**src/rtl/jls_pkg.sv**
```systemverilog
// Shared types and constants for the JPEG-LS context-modelling stage:
// default thresholds, gradient width, Qi / context-index types and the sign-merge helper.
package jls_pkg;

  localparam int DEF_DW  = 16;
  localparam int DEF_T1  = 3;
  localparam int DEF_T2  = 7;
  localparam int DEF_T3  = 21;
  localparam int GRAD_W  = DEF_DW + 1;
  localparam int CTX_MAX = 364;

  typedef logic signed [3:0] qi_t;
  typedef logic [8:0]        ctx_t;

  typedef struct packed {
    ctx_t q;
    logic sign;
    logic run;
  } ctx_res_t;

  // Flip the triple so its first nonzero element is positive, then fold it into 0..CTX_MAX.
  function automatic ctx_res_t merge_ctx(input qi_t q1, input qi_t q2, input qi_t q3);
    ctx_res_t res;
    logic     neg;
    qi_t      m1, m2, m3;
    int       idx;
    neg = (q1 < 0) || (q1 == 0 && q2 < 0) || (q1 == 0 && q2 == 0 && q3 < 0);
    m1  = neg ? -q1 : q1;
    m2  = neg ? -q2 : q2;
    m3  = neg ? -q3 : q3;
    idx = 81 * int'(m1) + 9 * int'(m2) + int'(m3);
    res.q    = idx[8:0];
    res.sign = neg;
    res.run  = (q1 == 0) && (q2 == 0) && (q3 == 0);
    return res;
  endfunction

endpackage

```
**src/rtl/jls_grad_quant.sv**
```systemverilog
// Registered quantiser mapping one signed local gradient Di onto Qi in -4..4.
// Optional macro JLS_NEAR_EN widens the zero band to -NEAR..NEAR for near-lossless coding.
module jls_grad_quant
  import jls_pkg::*;
#(
  parameter int GW   = GRAD_W,
  parameter int T1   = DEF_T1,
  parameter int T2   = DEF_T2,
  parameter int T3   = DEF_T3
`ifdef JLS_NEAR_EN
  ,parameter int NEAR = 0
`endif
) (
  input  logic                 clk,
  input  logic                 rst,
  input  logic                 en,
  input  logic signed [GW-1:0] d,
  output qi_t                  q
);

  int  dv;
  qi_t q_next;

  // NOTE: every variable written in always_comb gets a value on every path,
  // otherwise synthesis infers a latch to hold the missing case.
  always_comb begin
    dv     = int'(d);
    q_next = qi_t'(0);
    if (dv <= -T3)       q_next = qi_t'(-4);
    else if (dv <= -T2)  q_next = qi_t'(-3);
    else if (dv <= -T1)  q_next = qi_t'(-2);
`ifdef JLS_NEAR_EN
    else if (dv < -NEAR) q_next = qi_t'(-1);
    else if (dv <= NEAR) q_next = qi_t'(0);
`else
    else if (dv < 0)     q_next = qi_t'(-1);
    else if (dv == 0)    q_next = qi_t'(0);
`endif
    else if (dv < T1)    q_next = qi_t'(1);
    else if (dv < T2)    q_next = qi_t'(2);
    else if (dv < T3)    q_next = qi_t'(3);
    else                 q_next = qi_t'(4);
  end

  // NOTE: sequential state uses non-blocking assignments so every register
  // samples pre-edge values, independent of statement order.
  always_ff @(posedge clk) begin
    if (rst)     q <= qi_t'(0);
    else if (en) q <= q_next;
  end

endmodule

```
**src/rtl/jls_context_quant.sv**
```systemverilog
// JPEG-LS context quantiser: gradients, context index Q, run-mode flag and MED prediction,
// 3-stage pipeline with valid tagging. Optional macro JLS_NEAR_EN adds parameter NEAR.
module jls_context_quant
  import jls_pkg::*;
#(
  parameter int DW   = DEF_DW,
  parameter int T1   = DEF_T1,
  parameter int T2   = DEF_T2,
  parameter int T3   = DEF_T3
`ifdef JLS_NEAR_EN
  ,parameter int NEAR = 0
`endif
) (
  input  logic          clk,
  input  logic          rst,
  input  logic          in_en,
  input  logic [DW-1:0] Ra,
  input  logic [DW-1:0] Rb,
  input  logic [DW-1:0] Rc,
  input  logic [DW-1:0] Rd,
  input  logic [DW-1:0] Ix,
  output logic          out_en,
  output ctx_t          Q,
  output logic          sign,
  output logic          run_mode,
  output logic [DW-1:0] Px,
  output logic [DW-1:0] Ix_o,
  output logic [DW-1:0] Ra_o
);

  localparam int GW = DW + 1;

  // ---------------- stage 1: gradients and MED comparisons ----------------
  logic                 v1;
  logic signed [GW-1:0] d1_r, d2_r, d3_r;
  logic                 ge_max_r, le_min_r;
  logic [DW-1:0]        mx_r, mn_r, ra1, rb1, rc1, ix1;
  logic [DW-1:0]        mx, mn;

  assign mx = (Ra > Rb) ? Ra : Rb;
  assign mn = (Ra > Rb) ? Rb : Ra;

  // NOTE: every pipeline register, data included, is cleared by rst so the
  // outputs read 0 right after reset rather than stale pixel values.
  always_ff @(posedge clk) begin
    if (rst) begin
      v1       <= 1'b0;
      d1_r     <= '0;
      d2_r     <= '0;
      d3_r     <= '0;
      ge_max_r <= 1'b0;
      le_min_r <= 1'b0;
      mx_r     <= '0;
      mn_r     <= '0;
      ra1      <= '0;
      rb1      <= '0;
      rc1      <= '0;
      ix1      <= '0;
    end else begin
      v1 <= in_en;
      if (in_en) begin
        // Zero-extended by one bit so 0 - (2^DW-1) cannot wrap.
        d1_r     <= $signed({1'b0, Rd}) - $signed({1'b0, Rb});
        d2_r     <= $signed({1'b0, Rb}) - $signed({1'b0, Rc});
        d3_r     <= $signed({1'b0, Rc}) - $signed({1'b0, Ra});
        ge_max_r <= (Rc >= mx);
        le_min_r <= (Rc <= mn);
        mx_r     <= mx;
        mn_r     <= mn;
        ra1      <= Ra;
        rb1      <= Rb;
        rc1      <= Rc;
        ix1      <= Ix;
      end
    end
  end

  // ---------------- stage 2: quantisation and MED select ----------------
  logic          v2;
  qi_t           q1, q2, q3;
  logic [DW-1:0] px2, ix2, ra2, px_next;
  logic [DW+1:0] lin;

  jls_grad_quant #(
    .GW(GW), .T1(T1), .T2(T2), .T3(T3)
`ifdef JLS_NEAR_EN
    ,.NEAR(NEAR)
`endif
  ) u_q1 (.clk(clk), .rst(rst), .en(v1), .d(d1_r), .q(q1));

  jls_grad_quant #(
    .GW(GW), .T1(T1), .T2(T2), .T3(T3)
`ifdef JLS_NEAR_EN
    ,.NEAR(NEAR)
`endif
  ) u_q2 (.clk(clk), .rst(rst), .en(v1), .d(d2_r), .q(q2));

  jls_grad_quant #(
    .GW(GW), .T1(T1), .T2(T2), .T3(T3)
`ifdef JLS_NEAR_EN
    ,.NEAR(NEAR)
`endif
  ) u_q3 (.clk(clk), .rst(rst), .en(v1), .d(d3_r), .q(q3));

  // The planar case lands inside [min, max], so the truncation is exact.
  always_comb begin
    lin     = {2'b00, ra1} + {2'b00, rb1} - {2'b00, rc1};
    px_next = lin[DW-1:0];
    if (ge_max_r)      px_next = mn_r;
    else if (le_min_r) px_next = mx_r;
  end

  always_ff @(posedge clk) begin
    if (rst) begin
      v2  <= 1'b0;
      px2 <= '0;
      ix2 <= '0;
      ra2 <= '0;
    end else begin
      v2 <= v1;
      if (v1) begin
        px2 <= px_next;
        ix2 <= ix1;
        ra2 <= ra1;
      end
    end
  end

  // ---------------- stage 3: sign merge and context index ----------------
  ctx_res_t res;

  assign res = merge_ctx(q1, q2, q3);

  always_ff @(posedge clk) begin
    if (rst) begin
      out_en   <= 1'b0;
      Q        <= '0;
      sign     <= 1'b0;
      run_mode <= 1'b0;
      Px       <= '0;
      Ix_o     <= '0;
      Ra_o     <= '0;
    end else begin
      out_en <= v2;
      if (v2) begin
        Q        <= res.q;
        sign     <= res.sign;
        run_mode <= res.run;
        Px       <= px2;
        Ix_o     <= ix2;
        Ra_o     <= ra2;
      end
    end
  end

endmodule

```
**config.mk**
```make
export PLATFORM = sky130hd
export DESIGN_NAME = jls_context_quant
export DESIGN_NICKNAME = d
export VERILOG_FILES = /design/src/rtl/jls_pkg.sv /design/src/rtl/jls_grad_quant.sv /design/src/rtl/jls_context_quant.sv
export SDC_FILE = /design/constraint.sdc
export NUM_CORES = 1
export LEC_CHECK = 0
export ABC_AREA = 0
export BUFFER_PORTS_ARGS = -buffer_cell sky130_fd_sc_hd__buf_2
export CAP_MARGIN = 20
export CORE_MARGIN = 1
export CORE_UTILIZATION = 35
export CTS_CLUSTER_DIAMETER = 30
export DETAILED_ROUTE_END_ITERATION = 10
export PLACE_DENSITY = 0.58
export SYNTH_ARGS = -nofsm -noshare
export SYNTH_HDL_FRONTEND = slang
export SYNTH_SLANG_ARGS = --single-unit
```
**constraint.sdc**
```tcl
create_clock -name clk -period 5.25 [get_ports clk]
set_input_delay 0.525 -clock clk [delete_from_list [all_inputs] [get_ports clk]]
set_output_delay 0.525 -clock clk [all_outputs]
set_load 0.005 [all_outputs]
```
# Yosys cells after proc, flatten, opt, wreduce, memory -nomap -nowiden
# Cells that the tools add are included.
# W data, S select, Z words.
dict set report classes {
  n_addsub 10
  n_mul 2
  n_div 0
  magnitude_cmp 27
  eq_ne 0
  n_shift 0
  muxes 31
  bitwise_logic 0
  reduce_logical 12
}
# op count
set op_table {}
lappend op_table {{$logic_not A32 Y1} 6}
lappend op_table {{$mux W4} 24}
lappend op_table {{$mux W16} 4}
lappend op_table {{$le A17 B3 Y1 const B} 3}
lappend op_table {{$le A17 B4 Y1 const B} 3}
lappend op_table {{$le A17 B6 Y1 const B} 3}
lappend op_table {{$lt A17 B1 Y1 const B} 3}
lappend op_table {{$lt A17 B3 Y1 const B} 3}
lappend op_table {{$lt A17 B4 Y1 const B} 3}
lappend op_table {{$lt A17 B6 Y1 const B} 3}
lappend op_table {{$sub A16 B16 Y17} 3}
lappend op_table {{$add A16 B16 Y16} 1}
lappend op_table {{$ge A16 B16 Y1} 1}
lappend op_table {{$gt A16 B16 Y1} 1}
lappend op_table {{$le A16 B16 Y1} 1}
lappend op_table {{$sub A16 B16 Y16} 1}
lappend op_table {{$lt A4 B1 Y1 const B} 3}
lappend op_table {{$neg A4 Y4} 3}
lappend op_table {{$add A9 B4 Y9} 1}
lappend op_table {{$add A9 B9 Y9} 1}
lappend op_table {{$mul A5 B4 Y9 const A} 1}
lappend op_table {{$mul A8 B4 Y9 const A} 1}
lappend op_table {{$mux W3} 3}
lappend op_table {{$logic_and A1 B1 Y1} 4}
lappend op_table {{$logic_or A1 B1 Y1} 2}
dict set report word_totals {
  register_bits 271
  latch_bits 0
  mem_bits_rw 0
  romBits 0
  in_bits 83
  out_inout_bits 60
  wordCells 108
  n_memories 0
}

# Logic depth before layout (Yosys ltp)
# Gate-level depths: netlist of the first run.
dict set report depth {
  ltp_word 9
  depth_mapped 24
  depth_no_buf 24
}

# Modules after synthesis
# A second synthesis of the first run with hierarchy kept.
dict set report unflattened {
  hier_cells 1852
  hier_area_um2 16455.8
}
# module n_inst cells_per_inst area_each_um2 seq_area_each_um2
set by_module_without_submodules {}
lappend by_module_without_submodules {jls_context_quant 1 1717 15367.2 5185.0}
lappend by_module_without_submodules {jls_grad_quant 3 45 362.8 80.1}

# Worst setup path after synthesis of the first run
# Ideal clock, no wire load.
dict set report synth_path {
  path_kind {flip-flop to flip-flop}
  from {reg u_q2.q[0]}
  to {reg Q[8]}
  setup_ns 0.086
  t_arrival_ns 5.067
  required_time_ns 5.164
  path_slack_ns 0.098
  path_stages_with_launch 23
  path_buffers 0
  synth_period_minus_slack_ns 5.152
  path_cell_list {dfxtp_1 inv_1 ha_1 nor2b_1 a21oi_1 nor2b_1 nor2_1 mux2_2 ha_1 ha_1 fa_1 inv_1 fa_1 inv_1 ha_1 ha_1 a21o_1 a21oi_1 o21bai_1 a2111oi_0 nor3_1 xnor2_1 a211oi_1}
}
dict set report synth_via {
  elab_chain_cells 8
  elab_cells_between_ends 15
  cone_classes {add/sub: 3; mul: 2; order compare: 1; mux: 3; reduce/logical: 6}
}
# item line
set synth_lines {}
lappend synth_lines {{start, declared} jls_grad_quant.sv:18} ;# output qi_t q
lappend synth_lines {{start signal, assigned} jls_grad_quant.sv:48} ;# if (rst) q <= qi_t'(0);
lappend synth_lines {{start signal, assigned} jls_grad_quant.sv:49} ;# else if (en) q <= q_next;
lappend synth_lines {{$lt A4 B1 Y1 / $logic_not A32 Y1 (equally long branches)} jls_pkg.sv:27} ;# neg = (q1 < 0) || (q1 == 0 && q2 < 0) || (q1 == 0 && q2 == 0 && q3 < 0);
lappend synth_lines {{$logic_and A1 B1 Y1} jls_pkg.sv:27}
lappend synth_lines {{$logic_or A1 B1 Y1 / $logic_and A1 B1 Y1 (equally long branches)} jls_pkg.sv:27}
lappend synth_lines {{$logic_or A1 B1 Y1} jls_pkg.sv:27}
lappend synth_lines {{$mux W4, on equally long branches} {jls_pkg.sv:28, jls_pkg.sv:29}}
lappend synth_lines {{$mul A8 B4 Y9 / $mul A5 B4 Y9 (equally long branches)} jls_pkg.sv:31} ;# idx = 81 * int'(m1) + 9 * int'(m2) + int'(m3);
lappend synth_lines {{$add A9 B9 Y9} jls_pkg.sv:31}
lappend synth_lines {{$add A9 B4 Y9 (*)} jls_pkg.sv:31}
lappend synth_lines {{end signal, assigned} jls_context_quant.sv:146} ;# Q <= res.q;
lappend synth_lines {{end, declared} jls_context_quant.sv:23} ;# output ctx_t Q,
# Mark *: on every way between the ends. The rest lies on a longest branch, timed or not.
# A chain may end at the register's enable or synchronous reset.

# Final worst setup path of the first run
# Same ends and word-level chain as after synthesis.

==> report_table.html, run 1 <==
<table>
<tr><th>Metric</th><th>Value</th></tr>
<tr><th colspan="2">Run status</th></tr>
<tr><td>Result of the run</td><td>finished clean</td></tr>
<tr><th colspan="2">Finish</th></tr>
<tr><td>Most frequent cells in the layout</td><td>268 x sky130_fd_sc_hd__dfxtp_1, 237 x sky130_fd_sc_hd__nor2_1, 212 x sky130_fd_sc_hd__mux2i_1</td></tr>
<tr><td>Area added between synthesis and finish</td><td>24.8%</td></tr>
<tr><td>Fraction of final layout cells sized beyond drive strength 1</td><td>0.155</td></tr>
<tr><td>Number of diodes added for antenna fixing</td><td>0</td></tr>
<tr><td>Non-Filler Cell Area, Final</td><td>0.0205 mm^2</td></tr>
<tr><td>Fill cells</td><td>4510</td></tr>
<tr><td>Total Nets Final</td><td>2279</td></tr>
<tr><td>Commonest non-fill, non-tap cell in the layout</td><td>sky130_fd_sc_hd__dfxtp_1</td></tr>
<tr><th colspan="2">Route</th></tr>
<tr><td>Post-Route WL</td><td>47500 um</td></tr>
<tr><td>Drt via density</td><td>5.18</td></tr>
<tr><td>Residual antenna-violating net count after detailed routing</td><td>0</td></tr>
<tr><td>Detailed-route DRC error count</td><td>0</td></tr>
<tr><td>1st-pass router iterations</td><td>5</td></tr>
<tr><td>DR vias</td><td>13900</td></tr>
<tr><td>Final routed wire length divided by cell count</td><td>17.7 um</td></tr>
<tr><td>Number of DRC violations after detailed-routing iteration 0</td><td>622</td></tr>
<tr><th colspan="2">STA</th></tr>
<tr><td>Time the worst path needs with I/O delays and setup</td><td>4.98 ns</td></tr>
<tr><td>Clock tree skew after final layout</td><td>0.0367 ns</td></tr>
<tr><td>Fin. Hold Viols</td><td>0</td></tr>
<tr><td>Peak Freq</td><td>201 MHz</td></tr>
<tr><td>Final Cycle Share</td><td>0.949</td></tr>
<tr><td>Final Max Slew Viols</td><td>0</td></tr>
<tr><td>Slew at the pin with the worst max-slew slack</td><td>1.00 ns</td></tr>
<tr><td>Total setup violations reported at the end of the flow</td><td>0</td></tr>
<tr><td>Max-slew headroom</td><td>0.333</td></tr>
<tr><td>Setup_tns</td><td>0 ns</td></tr>
<tr><th colspan="2">Floorplan</th></tr>
<tr><td>Number of rows created at floorplan</td><td>79</td></tr>
<tr><td>DIE HEIGHT</td><td>219 um</td></tr>
<tr><td>Initial Util</td><td>0.354</td></tr>
<tr><td>Area of the die</td><td>0.0479 mm^2</td></tr>
<tr><td>Die W</td><td>219 um</td></tr>
<tr><td>Core area</td><td>0.0465 mm^2</td></tr>
<tr><td>Top-level I/O count</td><td>143</td></tr>
<tr><th colspan="2">GRT</th></tr>
<tr><td>Via count of the first global-routing pass</td><td>14000</td></tr>
<tr><td>Global-route wire length before repair</td><td>75100 um</td></tr>
<tr><td>Total global routing track utilization</td><td>0.201</td></tr>
<tr><td>Initial antenna violation count</td><td>0</td></tr>
<tr><td>Overflow left after global routing</td><td>0</td></tr>
<tr><td>Largest net degree at the start of global routing</td><td>168</td></tr>
<tr><th colspan="2">Yosys</th></tr>
<tr><td>Synth Flop Type</td><td>sky130_fd_sc_hd__dfxtp_1</td></tr>
<tr><td>Number of distinct library cell variants in the gate-level netlist after synthesis</td><td>80</td></tr>
<tr><td>Synthesized area per cell</td><td>8.86 um^2</td></tr>
<tr><td>Synth top area share</td><td>0.330</td></tr>
<tr><td>Post-Synthesis Cells</td><td>1857</td></tr>
<tr><td>Async set-or-reset flop fraction in the synthesized netlist</td><td>0</td></tr>
<tr><td>Post-Syn Area</td><td>0.0165 mm^2</td></tr>
<tr><td>Synthesized netlist net count</td><td>2123</td></tr>
<tr><td>Top area cells in the synthesized netlist</td><td>sky130_fd_sc_hd__dfxtp_1 33%, sky130_fd_sc_hd__mux2i_1 13%, sky130_fd_sc_hd__ha_1 12%</td></tr>
<tr><td>Count of state elements after synthesis</td><td>271</td></tr>
<tr><td>Number of warnings issued by yosys</td><td>0</td></tr>
<tr><td>Register area share after synthesis</td><td>0.330</td></tr>
<tr><td>Number of synthesized flops with an enable pin</td><td>0</td></tr>
<tr><td>Cell type with the highest aggregate area in the netlist</td><td>sky130_fd_sc_hd__dfxtp_1</td></tr>
<tr><th colspan="2">Power</th></tr>
<tr><td>Power per cell area</td><td>420 mW/mm^2</td></tr>
<tr><td>Pleak</td><td>9.28 nW</td></tr>
<tr><td>Worst vdd rail ir drop</td><td>0.337 mV</td></tr>
<tr><th colspan="2">Run</th></tr>
<tr><td>Max-capacitance violation count</td><td>0</td></tr>
<tr><th colspan="2">Min path</th></tr>
<tr><td>Number of instances on the worst hold path</td><td>3</td></tr>
<tr><td>End of the worst hold path</td><td>ix1[5]</td></tr>
<tr><td>Startpoint of the most critical hold path</td><td>Ix[5]</td></tr>
<tr><td>HP Class</td><td>in2reg</td></tr>
<tr><th colspan="2">Clock tree</th></tr>
<tr><td>Number of H-tree levels</td><td>3</td></tr>
<tr><td>Buffer levels on the longest clock path</td><td>3</td></tr>
<tr><td>Clock sinks</td><td>271</td></tr>
<tr><td>Clock-pin slew of the registers on the worst-case setup and hold paths</td><td>0.05 ns</td></tr>
<tr><td>CTS tree</td><td>yes</td></tr>
<tr><td>Root buffer selected by CTS</td><td>sky130_fd_sc_hd__clkbuf_16</td></tr>
<tr><td>Clock latency at the later pin of the worst-skew pair</td><td>0.60 ns</td></tr>
<tr><td>TritonCTS Buffers</td><td>76</td></tr>
<tr><td>Count of hold buffers inserted by post-cts repair</td><td>0</td></tr>
<tr><th colspan="2">Worst setup path</th></tr>
<tr><td>Endpoint kind of the worst setup timing path</td><td>register</td></tr>
<tr><td>Kind of start point of the critical path</td><td>register</td></tr>
<tr><td>Critical Path AT</td><td>5.47 ns</td></tr>
<tr><td>RR Endpoint</td><td>Q[8]</td></tr>
<tr><td>Slack of the worst reg-to-reg path</td><td>0.27 ns</td></tr>
<tr><td>Path depth of the worst reg2reg path</td><td>22</td></tr>
<tr><td>Start-to-end type of the worst setup path</td><td>reg2reg</td></tr>
<tr><td>CP Data Required Time</td><td>5.73 ns</td></tr>
<tr><td>Worst-path maximum fanout</td><td>3</td></tr>
<tr><td>Launch point of the worst reg-to-reg path</td><td>u_q2.q[0]</td></tr>
<tr><th colspan="2">Placed design</th></tr>
<tr><td>Total of buffers placed on input and output ports</td><td>142</td></tr>
<tr><td>Gpl congestion</td><td>0.865</td></tr>
<tr><td>HPWL reported at the end of detailed placement</td><td>34100 um</td></tr>
<tr><td>Area post-placement</td><td>0.0177 mm^2</td></tr>
</table>
-- routing by layer --
metal / GRT usage / wire length [um] / part of all wire / vias up
met1: 0.256 / 21300 / 0.45 / 6608
met2: 0.325 / 22100 / 0.47 / 354
met3: 0.0407 / 2590 / 0.055 / 78
met5: 0 / 0 / 0 / -
met4: 0.0884 / 1460 / 0.031 / 0
li1: - / - / - / 6868
-- layout make-up --
class                           count  area [um^2]  share of cell area
Sequential cell                   271         5430               0.265
Timing Repair Buffer              165          917              0.0446
Inverter                          167          627              0.0305
Clock inverter                     35          571              0.0278
Multi-Input combinational cell   1332        10000               0.489
Clock buffer                      106         2190               0.106
Tap cell                          607          759              0.0370
-- how the worst max path moves through the flow --
stage / depth (start not counted) / startpoint / endpoint / slack, ns
floorplan: 22 / u_q2.q[0] / Q[8] / 0.1
global placement: 22 / u_q2.q[0] / Q[8] / 0.07
detailed placement: 24 / u_q2.q[0] / Q[8] / 0.01
CTS: 24 / u_q2.q[0] / Q[8] / 0.002
global route: 22 / u_q2.q[0] / Q[8] / -0.09
finish: 22 / u_q2.q[0] / Q[8] / 0.27
-- synthesized netlist by cell type (13+ instances only) --
cell                         n
sky130_fd_sc_hd__nor2_1    239
sky130_fd_sc_hd__o21a_1     30
sky130_fd_sc_hd__o211ai_1   13
sky130_fd_sc_hd__ha_1      152
sky130_fd_sc_hd__nor3_1     40
sky130_fd_sc_hd__a21oi_1    80
sky130_fd_sc_hd__nor4_1     15
sky130_fd_sc_hd__clkbuf_1   61
sky130_fd_sc_hd__a21o_1     21
sky130_fd_sc_hd__fa_1       31
sky130_fd_sc_hd__xnor2_1    32
sky130_fd_sc_hd__nand3_1    19
sky130_fd_sc_hd__inv_1     166
sky130_fd_sc_hd__a211oi_1   26
sky130_fd_sc_hd__nand4_1    14
sky130_fd_sc_hd__dfxtp_1   271
sky130_fd_sc_hd__o21ai_0    68
sky130_fd_sc_hd__nor2b_1    31
sky130_fd_sc_hd__nand2b_1   24
sky130_fd_sc_hd__mux2i_1   212
sky130_fd_sc_hd__o221ai_1   35
sky130_fd_sc_hd__xor2_1     16
sky130_fd_sc_hd__nand2_1   102
-- power by group --
| part | internal, W | switching (W) | total [W] |
|---|---|---|---|
| Clock | 0.00353 | 0.00140 | 0.00493 |
| Combinational | 0.000587 | 0.000783 | 0.00137 |
| Sequential | 0.00220 | 0.000127 | 0.00232 |
| Total | 0.00632 | 0.00231 | 0.00863 |
-- cells by family after synthesis --
| family | share of synthesized area |
|---|---|
| and+or+nand+nor | 0.145 |
| AOI/OAI and AO/OA | 0.152 |
| adders and majority gates | 0.153 |
| DFF | 0.330 |
| muxes | 0.131 |
| buffers and inverters | 0.0634 |
| xor gates and xnor gates | 0.0255 |
-- sequential cells by signal, indices dropped and copies added (netlist names), 16 cells and up --
signal and flops:
ix1 16, px2 16, Ra_o 16, mx_r 16, rb1 16, d2_r 17, d1_r 17, d3_r 17
ra2 16, ix2 16, ra1 16, mn_r 16, Px 16, rc1 16, Ix_o 16
-- per-stage QoR --
step           setup slack [ns]  std cells   util  power (W)  hold WS (ns)
3_5_place_dp             0.0121       2540  0.381    0.00371         0.449
5_1_grt                 -0.0911       2683  0.442    0.00903         0.186
2_1_floorplan            0.0977       1857      -    0.00332         0.423
4_1_cts                 0.00219       2681  0.441    0.00871         0.150
6_report                  0.267       2683  0.442    0.00863         0.181
3_3_place_gp             0.0691       2540  0.381    0.00368         0.443
-- worst max-delay path, stage by stage (launching register included) --
cell and delay (ns):
sky130_fd_sc_hd__dfxtp_1 0.31, sky130_fd_sc_hd__inv_1 0.05, sky130_fd_sc_hd__ha_1 0.21, sky130_fd_sc_hd__nor2b_4 0.14, sky130_fd_sc_hd__a21oi_2 0.15, sky130_fd_sc_hd__nor2b_2 0.06
sky130_fd_sc_hd__nor2_2 0.17, sky130_fd_sc_hd__mux2_2 0.35, sky130_fd_sc_hd__ha_1 0.29, sky130_fd_sc_hd__ha_1 0.29, sky130_fd_sc_hd__fa_1 0.48, sky130_fd_sc_hd__inv_1 0.05
sky130_fd_sc_hd__fa_1 0.55, sky130_fd_sc_hd__inv_1 0.05, sky130_fd_sc_hd__ha_1 0.17, sky130_fd_sc_hd__ha_1 0.29, sky130_fd_sc_hd__a21o_1 0.19, sky130_fd_sc_hd__a21oi_2 0.16
sky130_fd_sc_hd__o21bai_2 0.09, sky130_fd_sc_hd__a2111oi_2 0.38, sky130_fd_sc_hd__nor3_1 0.10, sky130_fd_sc_hd__xnor2_1 0.14, sky130_fd_sc_hd__a211oi_1 0.18
-- timing repair --
| item | 4_1_cts | 5_1_grt |
|---|---|---|
| setup buffers | 0 | 2 |
| resized for setup | 0 | 12 |
| endpoints found under the setup margin | 0 | 4 |
(Power assumes the default switching activity.)
==> run 2: changes to the inputs <==
SYNTH_HIERARCHICAL = 1   (was default)
==> report_table.html, run 2 <==
<table>
<tr><th>Metric</th><th>Value</th></tr>
<tr><th colspan="2">Run status</th></tr>
<tr><td>Result of the run</td><td>finished clean</td></tr>
<tr><th colspan="2">Worst setup path</th></tr>
<tr><td>RR Endpoint</td><td>Q[5]</td></tr>
<tr><td>Endpoint kind of the worst setup timing path</td><td>register</td></tr>
<tr><td>Slowest cell on the critical path</td><td>sky130_fd_sc_hd__fa_1</td></tr>
<tr><td>Launch point of the worst reg-to-reg path</td><td>u_q2/q[0]</td></tr>
<tr><td>CP most frequent cell</td><td>sky130_fd_sc_hd__ha_1</td></tr>
<tr><td>Slack of the worst reg-to-reg path</td><td>0.25 ns (about the same)</td></tr>
<tr><td>Critical Path AT</td><td>5.46 ns (about the same)</td></tr>
<tr><td>List of cells traversed by the critical path</td><td>inv_1, ha_1, and3b_1, o21a_1, nor2_1, buf_4, mux2i_2, inv_1, ha_1, ha_1, fa_1, inv_1, fa_1, inv_1, ha_1, ha_1, a21o_1, a21oi_1, o21ai_0, a21oi_1, nor4b_1, a211o_1</td></tr>
<tr><td>Worst path max stage delay</td><td>0.53 ns (-0.02 ns)</td></tr>
<tr><td>Path depth of the worst reg2reg path</td><td>22 (unchanged)</td></tr>
<tr><td>Worst-path maximum fanout</td><td>6 (+3)</td></tr>
<tr><td>Start-to-end type of the worst setup path</td><td>reg2reg</td></tr>
<tr><td>CP Data Required Time</td><td>5.71 ns (-0.02 ns)</td></tr>
<tr><td>Kind of start point of the critical path</td><td>register</td></tr>
<tr><th colspan="2">Route</th></tr>
<tr><td>DR vias</td><td>14000 (+0.58%)</td></tr>
<tr><td>Final routed wire length divided by cell count</td><td>18.5 um (+4.7%)</td></tr>
<tr><td>Number of DRC violations after detailed-routing iteration 0</td><td>890 (+43%)</td></tr>
<tr><td>Drt via density</td><td>5.26 (+1.4%)</td></tr>
<tr><td>1st-pass router iterations</td><td>5 (unchanged)</td></tr>
<tr><td>Post-Route WL</td><td>49300 um (+3.8%)</td></tr>
<tr><td>Residual antenna-violating net count after detailed routing</td><td>0 (unchanged)</td></tr>
<tr><td>Detailed-route DRC error count</td><td>0 (unchanged)</td></tr>
<tr><th colspan="2">Yosys</th></tr>
<tr><td>Top area cells in the synthesized netlist</td><td>sky130_fd_sc_hd__dfxtp_1 33%, sky130_fd_sc_hd__mux2i_1 12%, sky130_fd_sc_hd__ha_1 12%</td></tr>
<tr><td>Dominant cell by count in the synthesized netlist</td><td>sky130_fd_sc_hd__dfxtp_1</td></tr>
<tr><td>Number of warnings issued by yosys</td><td>6 (+6)</td></tr>
<tr><td>Post-Syn Area</td><td>0.0165 mm^2 (about the same)</td></tr>
<tr><td>Async set-or-reset flop fraction in the synthesized netlist</td><td>0 (unchanged)</td></tr>
<tr><td>Cell type with the highest aggregate area in the netlist</td><td>sky130_fd_sc_hd__dfxtp_1</td></tr>
<tr><td>Synthesized area per cell</td><td>8.89 um^2 (+0.23%)</td></tr>
<tr><td>Synth Flop Type</td><td>sky130_fd_sc_hd__dfxtp_1</td></tr>
<tr><td>Count of state elements after synthesis</td><td>271 (unchanged)</td></tr>
<tr><td>Post-Synthesis Cells</td><td>1852 (-0.27%)</td></tr>
<tr><td>Register area share after synthesis</td><td>0.330 (about the same)</td></tr>
<tr><td>Synth cell count leaders</td><td>271 x sky130_fd_sc_hd__dfxtp_1, 263 x sky130_fd_sc_hd__nor2_1, 192 x sky130_fd_sc_hd__mux2i_1</td></tr>
<tr><td>Number of synthesized flops with an enable pin</td><td>0 (unchanged)</td></tr>
<tr><td>Synthesized netlist net count</td><td>2118 (-0.24%)</td></tr>
<tr><td>Synth top area share</td><td>0.330 (about the same)</td></tr>
<tr><td>Number of distinct library cell variants in the gate-level netlist after synthesis</td><td>76 (-5.0%)</td></tr>
<tr><th colspan="2">Placed design</th></tr>
<tr><td>HPWL reported at the end of detailed placement</td><td>35900 um (+5.2%)</td></tr>
<tr><td>Gpl congestion</td><td>0.894 (+3.3%)</td></tr>
<tr><td>Total placed cells including tap cells</td><td>2531 (-0.35%)</td></tr>
<tr><td>Area post-placement</td><td>0.0177 mm^2 (about the same)</td></tr>
<tr><td>Post-Place Setup Slack</td><td>0.0277 ns (+0.0157 ns)</td></tr>
<tr><td>Total of buffers placed on input and output ports</td><td>142 (unchanged)</td></tr>
<tr><th colspan="2">Floorplan</th></tr>
<tr><td>Number of rows created at floorplan</td><td>79 (unchanged)</td></tr>
<tr><td>Die W</td><td>219 um (about the same)</td></tr>
<tr><td>Initial Util</td><td>0.354 (about the same)</td></tr>
<tr><td>Area of the die</td><td>0.0479 mm^2 (about the same)</td></tr>
<tr><td>DIE HEIGHT</td><td>219 um (about the same)</td></tr>
<tr><td>Core area</td><td>0.0465 mm^2 (unchanged)</td></tr>
<tr><td>Top-level I/O count</td><td>143 (unchanged)</td></tr>
<tr><th colspan="2">Min path</th></tr>
<tr><td>Number of instances on the worst hold path</td><td>3 (unchanged)</td></tr>
<tr><td>End of the worst hold path</td><td>ix1[9]</td></tr>
<tr><td>HP Class</td><td>in2reg</td></tr>
<tr><td>Startpoint of the most critical hold path</td><td>Ix[9]</td></tr>
<tr><th colspan="2">Clock tree</th></tr>
<tr><td>Clock sinks</td><td>271 (unchanged)</td></tr>
<tr><td>Number of H-tree levels</td><td>3 (unchanged)</td></tr>
<tr><td>CTS tree</td><td>yes</td></tr>
<tr><td>TritonCTS Buffers</td><td>71 (-6.6%)</td></tr>
<tr><td>Root buffer selected by CTS</td><td>sky130_fd_sc_hd__clkbuf_16</td></tr>
<tr><td>Count of hold buffers inserted by post-cts repair</td><td>0 (unchanged)</td></tr>
<tr><td>Clock latency at the later pin of the worst-skew pair</td><td>0.60 ns (about the same)</td></tr>
<tr><td>Clock-pin slew of the registers on the worst-case setup and hold paths</td><td>0.04 ns (about the same)</td></tr>
<tr><td>Buffer levels on the longest clock path</td><td>3 (unchanged)</td></tr>
<tr><th colspan="2">STA</th></tr>
<tr><td>Fin. Hold Viols</td><td>0 (unchanged)</td></tr>
<tr><td>Total setup violations reported at the end of the flow</td><td>0 (unchanged)</td></tr>
<tr><td>Slew at the pin with the worst max-slew slack</td><td>1.00 ns (+0.00261 ns)</td></tr>
<tr><td>Clock tree skew after final layout</td><td>0.0249 ns (-0.0117 ns)</td></tr>
<tr><td>Setup repair after global routing missed its margin</td><td>true</td></tr>
<tr><td>Peak Freq</td><td>200 MHz (-0.27%)</td></tr>
<tr><td>Time the worst path needs with I/O delays and setup</td><td>5.00 ns (+0.0134 ns)</td></tr>
<tr><td>Final Cycle Share</td><td>0.952 (+0.00255)</td></tr>
<tr><td>Worst setup slack after layout</td><td>0.253 ns (-0.0134 ns)</td></tr>
<tr><td>Final Max Slew Viols</td><td>0 (unchanged)</td></tr>
<tr><td>Final Hold Slack</td><td>0.164 ns (-0.0169 ns)</td></tr>
<tr><td>Max-slew headroom</td><td>0.322 (-0.0105)</td></tr>
<tr><th colspan="2">Finish</th></tr>
<tr><td>Number of diodes added for antenna fixing</td><td>0 (unchanged)</td></tr>
<tr><td>Commonest non-fill, non-tap cell in the layout</td><td>sky130_fd_sc_hd__dfxtp_1</td></tr>
<tr><td>Largest registers</td><td>d1_r: 17 flops, d2_r: 17 flops, d3_r: 17 flops</td></tr>
<tr><td>Area added between synthesis and finish</td><td>24.2%</td></tr>
<tr><td>Fraction of final layout cells sized beyond drive strength 1</td><td>0.151 (-0.00370)</td></tr>
<tr><td>Most frequent cells in the layout</td><td>267 x sky130_fd_sc_hd__dfxtp_1, 263 x sky130_fd_sc_hd__nor2_1, 191 x sky130_fd_sc_hd__mux2i_1</td></tr>
<tr><td>Total Nets Final</td><td>2265 (-0.61%)</td></tr>
<tr><td>Non-Filler Cell Area, Final</td><td>0.0204 mm^2 (-0.52%)</td></tr>
<tr><td>Post-route core utilization</td><td>0.440 (-0.00229)</td></tr>
<tr><td>Final instance count without filler cells</td><td>2661 (-0.82%)</td></tr>
<tr><th colspan="2">Power</th></tr>
<tr><td>Power per cell area</td><td>416 mW/mm^2 (-1.0%)</td></tr>
<tr><td>Combinational cell fraction of total power</td><td>0.164 (+0.005)</td></tr>
<tr><td>Net switching share of the total power</td><td>0.276 (+0.00843)</td></tr>
<tr><td>Pleak</td><td>9.17 nW (-1.2%)</td></tr>
<tr><td>Reg power frac</td><td>0.273 (+0.004)</td></tr>
<tr><td>Clock group share of total power</td><td>0.563 (-0.009)</td></tr>
<tr><td>Cell internal pwr</td><td>0.00615 W (-2.7%)</td></tr>
<tr><td>Worst vdd rail ir drop</td><td>0.301 mV (-11%)</td></tr>
<tr><td>Switching power</td><td>0.00234 W (+1.6%)</td></tr>
<tr><th colspan="2">GRT</th></tr>
<tr><td>Overflow left after global routing</td><td>0 (unchanged)</td></tr>
<tr><td>Via count of the first global-routing pass</td><td>13700 (-1.7%)</td></tr>
<tr><td>Initial antenna violation count</td><td>0 (unchanged)</td></tr>
<tr><td>Largest net degree at the start of global routing</td><td>209 (+24%)</td></tr>
<tr><td>Total global routing track utilization</td><td>0.208 (+0.00784)</td></tr>
<tr><td>Global-route wire length before repair</td><td>77300 um (+2.9%)</td></tr>
<tr><th colspan="2">Run</th></tr>
<tr><td>Max-capacitance violation count</td><td>0 (unchanged)</td></tr>
</table>
## run 2: cell families after synthesis
family / share of synthesized area
mux: 0.119
xor+xnor: 0.0298
compound gates: 0.165
fa+ha+maj: 0.153
flops: 0.330
buf+inv: 0.0629
simple gates: 0.141
## run 2: metrics by stage
step	TNS [ns]	power (W)
after floorplan	0	0.00331
after global placement	0	0.00370
after detailed placement	0	0.00373
after CTS	0	0.00855
after global routing	-0.0707	0.00886
final	0	0.00850
## run 2: final cells by class
cell class,instances,area [um^2]
repair buffers,157,852
inverters,182,683
flip-flops and latches,271,5440
well taps,607,759
fillers,4553,26000
clock inverters,37,704
multi-input cells,1316,10000
clock buffers,91,1990
## run 2: layer usage
layer	vias up	GRT usage	share of wire
met5	-	0	0
met4	0	0.0861	0.037
met3	100	0.0412	0.050
met2	353	0.327	0.45
met1	6668	0.278	0.46
li1	6868	-	-
## run 2: worst max-delay path, delay by kind of cell, from the launching register on
kind | cells | cell delay (ns)
simple gates | 3 | 0.38
mux | 1 | 0.23
flops | 1 | 0.32
buf+inv | 5 | 0.42
compound gates | 6 | 1.06
fa+ha+maj | 7 | 2.46
## run 2: power groups by stage
stage | sequential, W | clock, W | combinational, W
final | 0.00232 | 0.00479 | 0.00139
after global routing | 0.00233 | 0.00498 | 0.00155
after CTS | 0.00232 | 0.00485 | 0.00138
after detailed placement | 0.00235 | 0 | 0.00138
after global placement | 0.00235 | 0 | 0.00135
after floorplan | 0.00230 | 0 | 0.00101
## run 2: worst max path at each step
stage | start | endpoint | cells after the start
finish | u_q2/q[0] | Q[5] | 22
global route | u_q2/q[0] | Q[5] | 22
CTS | u_q1/q[0] | Q[8] | 19
detailed placement | u_q1/q[0] | Q[8] | 19
global placement | u_q1/q[0] | Q[8] | 19
floorplan | u_q2/q[0] | Q[8] | 20
## run 2: timing repair
action | 4_1_cts | 5_1_grt
setup buffers | 0 | 2
cloned | 0 | 0
gates resized for setup | 1 | 6
pin swaps | 0 | 2
endpoints found under the hold margin | 0 | 0
setup endpoints to repair | 1 | 2
==> run 3: changes to the inputs <==
PLACE_DENSITY = 0.62   (was 0.58)
==> report_table.html, run 3 (synthesis gave the netlist of run 2 again) <==
<table>
<tr><th>Metric</th><th>Value</th></tr>
<tr><th colspan="2">Power</th></tr>
<tr><td>Switching power</td><td>0.00233 W (-0.61%)</td></tr>
<tr><td>Pleak</td><td>9.00 nW (-1.9%)</td></tr>
<tr><td>Cell internal pwr</td><td>0.00561 W (-8.8%)</td></tr>
<tr><td>Net switching share of the total power</td><td>0.293 (+0.0174)</td></tr>
<tr><td>Clock group share of total power</td><td>0.534 (-0.029)</td></tr>
<tr><td>Combinational cell fraction of total power</td><td>0.175 (+0.011)</td></tr>
<tr><td>Worst vdd rail ir drop</td><td>0.296 mV (-1.6%)</td></tr>
<tr><td>Power per cell area</td><td>396 mW/mm^2 (-4.8%)</td></tr>
<tr><td>Reg power frac</td><td>0.291 (+0.018)</td></tr>
<tr><td>Total Power Consumption</td><td>0.00794 W (-6.5%)</td></tr>
<tr><th colspan="2">Clock tree</th></tr>
<tr><td>Count of hold buffers inserted by post-cts repair</td><td>0 (unchanged)</td></tr>
<tr><td>Clock-pin slew of the registers on the worst-case setup and hold paths</td><td>0.05 ns (about the same)</td></tr>
<tr><td>TritonCTS Buffers</td><td>69 (-2.8%)</td></tr>
<tr><td>Clock sinks</td><td>271 (unchanged)</td></tr>
<tr><td>Buffer levels on the longest clock path</td><td>3 (unchanged)</td></tr>
<tr><td>Root buffer selected by CTS</td><td>sky130_fd_sc_hd__clkbuf_16</td></tr>
<tr><td>CTS tree</td><td>yes</td></tr>
<tr><td>Number of H-tree levels</td><td>3 (unchanged)</td></tr>
<tr><td>Clock latency at the later pin of the worst-skew pair</td><td>0.59 ns (about the same)</td></tr>
<tr><th colspan="2">GRT</th></tr>
<tr><td>Largest net degree at the start of global routing</td><td>225 (+7.7%)</td></tr>
<tr><td>Global-route wire length before repair</td><td>76800 um (-0.57%)</td></tr>
<tr><td>Overflow left after global routing</td><td>0 (unchanged)</td></tr>
<tr><td>Total global routing track utilization</td><td>0.207 (-0.00108)</td></tr>
<tr><td>Initial antenna violation count</td><td>0 (unchanged)</td></tr>
<tr><td>Via count of the first global-routing pass</td><td>13900 (+1.2%)</td></tr>
<tr><th colspan="2">STA</th></tr>
<tr><td>Clock tree skew after final layout</td><td>0.0310 ns (+0.00607 ns)</td></tr>
<tr><td>Peak Freq</td><td>202 MHz (+0.71%)</td></tr>
<tr><td>Final Max Slew Viols</td><td>0 (unchanged)</td></tr>
<tr><td>Slew at the pin with the worst max-slew slack</td><td>1.09 ns (+0.0820 ns)</td></tr>
<tr><td>Final Cycle Share</td><td>0.945 (-0.00669)</td></tr>
<tr><td>Max-slew headroom</td><td>0.276 (-0.0459)</td></tr>
<tr><td>Setup repair after global routing missed its margin</td><td>false</td></tr>
<tr><td>Fin. Hold Viols</td><td>0 (unchanged)</td></tr>
<tr><td>Final Hold Slack</td><td>0.177 ns (+0.0126 ns)</td></tr>
<tr><td>Total setup violations reported at the end of the flow</td><td>0 (unchanged)</td></tr>
<tr><td>Time the worst path needs with I/O delays and setup</td><td>4.96 ns (-0.0351 ns)</td></tr>
<tr><td>Setup_tns</td><td>0 ns (unchanged)</td></tr>
<tr><th colspan="2">Worst setup path</th></tr>
<tr><td>Worst-path maximum fanout</td><td>6 (unchanged)</td></tr>
<tr><td>Kind of start point of the critical path</td><td>register</td></tr>
<tr><td>Critical Path AT</td><td>5.40 ns (-0.06 ns)</td></tr>
<tr><td>Endpoint kind of the worst setup timing path</td><td>register</td></tr>
<tr><td>Start-to-end type of the worst setup path</td><td>reg2reg</td></tr>
<tr><td>CP Data Required Time</td><td>5.69 ns (-0.02 ns)</td></tr>
<tr><th colspan="2">Finish</th></tr>
<tr><td>Most frequent cells in the layout</td><td>269 x sky130_fd_sc_hd__dfxtp_1, 263 x sky130_fd_sc_hd__nor2_1, 191 x sky130_fd_sc_hd__mux2i_1</td></tr>
<tr><td>Total Nets Final</td><td>2261 (-0.18%)</td></tr>
<tr><td>Area added between synthesis and finish</td><td>22.0%</td></tr>
<tr><td>Fraction of final layout cells sized beyond drive strength 1</td><td>0.146 (-0.00493)</td></tr>
<tr><td>Post-route core utilization</td><td>0.432 (-0.00773)</td></tr>
<tr><td>Final instance count without filler cells</td><td>2655 (-0.23%)</td></tr>
<tr><td>Commonest non-fill, non-tap cell in the layout</td><td>sky130_fd_sc_hd__dfxtp_1</td></tr>
<tr><td>Number of diodes added for antenna fixing</td><td>0 (unchanged)</td></tr>
<tr><td>Largest registers</td><td>d1_r: 17 flops, d2_r: 17 flops, d3_r: 17 flops</td></tr>
<tr><th colspan="2">Route</th></tr>
<tr><td>Detailed-route DRC error count</td><td>2 (+2)</td></tr>
<tr><td>Number of DRC violations after detailed-routing iteration 0</td><td>862 (-3.1%)</td></tr>
<tr><td>Final routed wire length divided by cell count</td><td>18.6 um (+0.36%)</td></tr>
<tr><td>1st-pass router iterations</td><td>8 (+3)</td></tr>
<tr><td>Residual antenna-violating net count after detailed routing</td><td>0 (unchanged)</td></tr>
<tr><td>Post-Route WL</td><td>49300 um (+0.14%)</td></tr>
<tr><td>Drt via density</td><td>5.31 (+0.99%)</td></tr>
<tr><td>DR vias</td><td>14100 (+0.76%)</td></tr>
<tr><th colspan="2">Placed design</th></tr>
<tr><td>HPWL reported at the end of detailed placement</td><td>35500 um (-1.3%)</td></tr>
<tr><td>Total of buffers placed on input and output ports</td><td>142 (unchanged)</td></tr>
<tr><td>Total placed cells including tap cells</td><td>2531 (unchanged)</td></tr>
<tr><td>Gpl congestion</td><td>0.870 (-2.6%)</td></tr>
<tr><th colspan="2">Run status</th></tr>
<tr><td>Failing checks</td><td>DRC</td></tr>
<tr><td>Result of the run</td><td>finished, violations left</td></tr>
<tr><th colspan="2">Floorplan</th></tr>
<tr><td>Die W</td><td>219 um (unchanged)</td></tr>
<tr><td>Initial Util</td><td>0.354 (unchanged)</td></tr>
<tr><td>Number of rows created at floorplan</td><td>79 (unchanged)</td></tr>
<tr><td>Area of the die</td><td>0.0479 mm^2 (unchanged)</td></tr>
<tr><td>Core area</td><td>0.0465 mm^2 (unchanged)</td></tr>
<tr><td>Top-level I/O count</td><td>143 (unchanged)</td></tr>
<tr><td>DIE HEIGHT</td><td>219 um (unchanged)</td></tr>
<tr><th colspan="2">Run</th></tr>
<tr><td>Max-capacitance violation count</td><td>0 (unchanged)</td></tr>
<tr><th colspan="2">Min path</th></tr>
<tr><td>HP Class</td><td>in2reg</td></tr>
</table>
run 3: through the flow:
stage / worst slack, ns / instance area, um^2
global route: 0.000373 / 20100
finish: 0.288 / 20100
global placement: 0.155 / 17700
CTS: 0.0846 / 20100
detailed placement: 0.0982 / 17700
floorplan: 0.337 / 16500
run 3: final cells by class:
class,instances,area (um^2)
tap,607,759
multi-input combinational,1316,10000
timing repair buffer,155,850
clock buffer,82,1820
sequential,271,5430
inverter,182,683
fill,4550,26400
clock inverter,42,527
run 3: power by group through the flow:
stage	combinational (W)	sequential, W	clock (W)
2_1_floorplan	0.00101	0.00230	0
3_3_place_gp	0.00135	0.00234	0
3_5_place_dp	0.00137	0.00235	0
4_1_cts	0.00138	0.00231	0.00430
5_1_grt	0.00155	0.00233	0.00440
6_report	0.00139	0.00232	0.00424
run 3: final timing paths:
| check | start | end | slack (ns) | depth (start not counted) |
|---|---|---|---|---|
| setup / recovery | u_q2/q[1] | Q[5] | 0.29 | 22 |
| hold / removal | Ix[0] | ix1[0] | 0.18 | 3 |
| setup reg to reg | u_q2/q[1] | Q[5] | 0.29 | 22 |
| hold reg to reg | run_mode | run_mode | 0.47 | 2 |
run 3: worst max-delay path: stages, from the launching register on:
cell	delay, ns
sky130_fd_sc_hd__dfxtp_1	0.38
sky130_fd_sc_hd__inv_1	0.06
sky130_fd_sc_hd__ha_1	0.21
sky130_fd_sc_hd__and3b_1	0.20
sky130_fd_sc_hd__o21a_1	0.20
sky130_fd_sc_hd__nor2_1	0.09
sky130_fd_sc_hd__buf_4	0.16
sky130_fd_sc_hd__mux2i_2	0.25
sky130_fd_sc_hd__inv_1	0.10
sky130_fd_sc_hd__ha_1	0.30
sky130_fd_sc_hd__ha_1	0.30
sky130_fd_sc_hd__fa_1	0.48
sky130_fd_sc_hd__inv_1	0.05
sky130_fd_sc_hd__fa_1	0.52
sky130_fd_sc_hd__inv_1	0.05
sky130_fd_sc_hd__ha_1	0.27
sky130_fd_sc_hd__ha_1	0.32
sky130_fd_sc_hd__a21o_1	0.17
sky130_fd_sc_hd__a21oi_1	0.13
sky130_fd_sc_hd__o21ai_0	0.09
sky130_fd_sc_hd__a21oi_1	0.20
sky130_fd_sc_hd__nor4b_1	0.08
sky130_fd_sc_hd__a211o_1	0.24
run 3: timing repair:
| action | in CTS | in global routing |
|---|---|---|
| endpoints found under the setup margin | 0 | 2 |
| gates resized for setup | 0 | 5 |
| buffers inserted | 0 | 0 |
run 3: routing by layer:
| layer | wire length, um | track usage | share of wire | vias to the layer above |
|---|---|---|---|---|
| li1 | - | - | - | 6866 |
| met1 | 22500 | 0.270 | 0.46 | 6749 |
| met2 | 22100 | 0.325 | 0.45 | 381 |
| met3 | 3060 | 0.0516 | 0.062 | 100 |
| met4 | 1730 | 0.0852 | 0.035 | 0 |
| met5 | 0 | 0 | 0 | - |
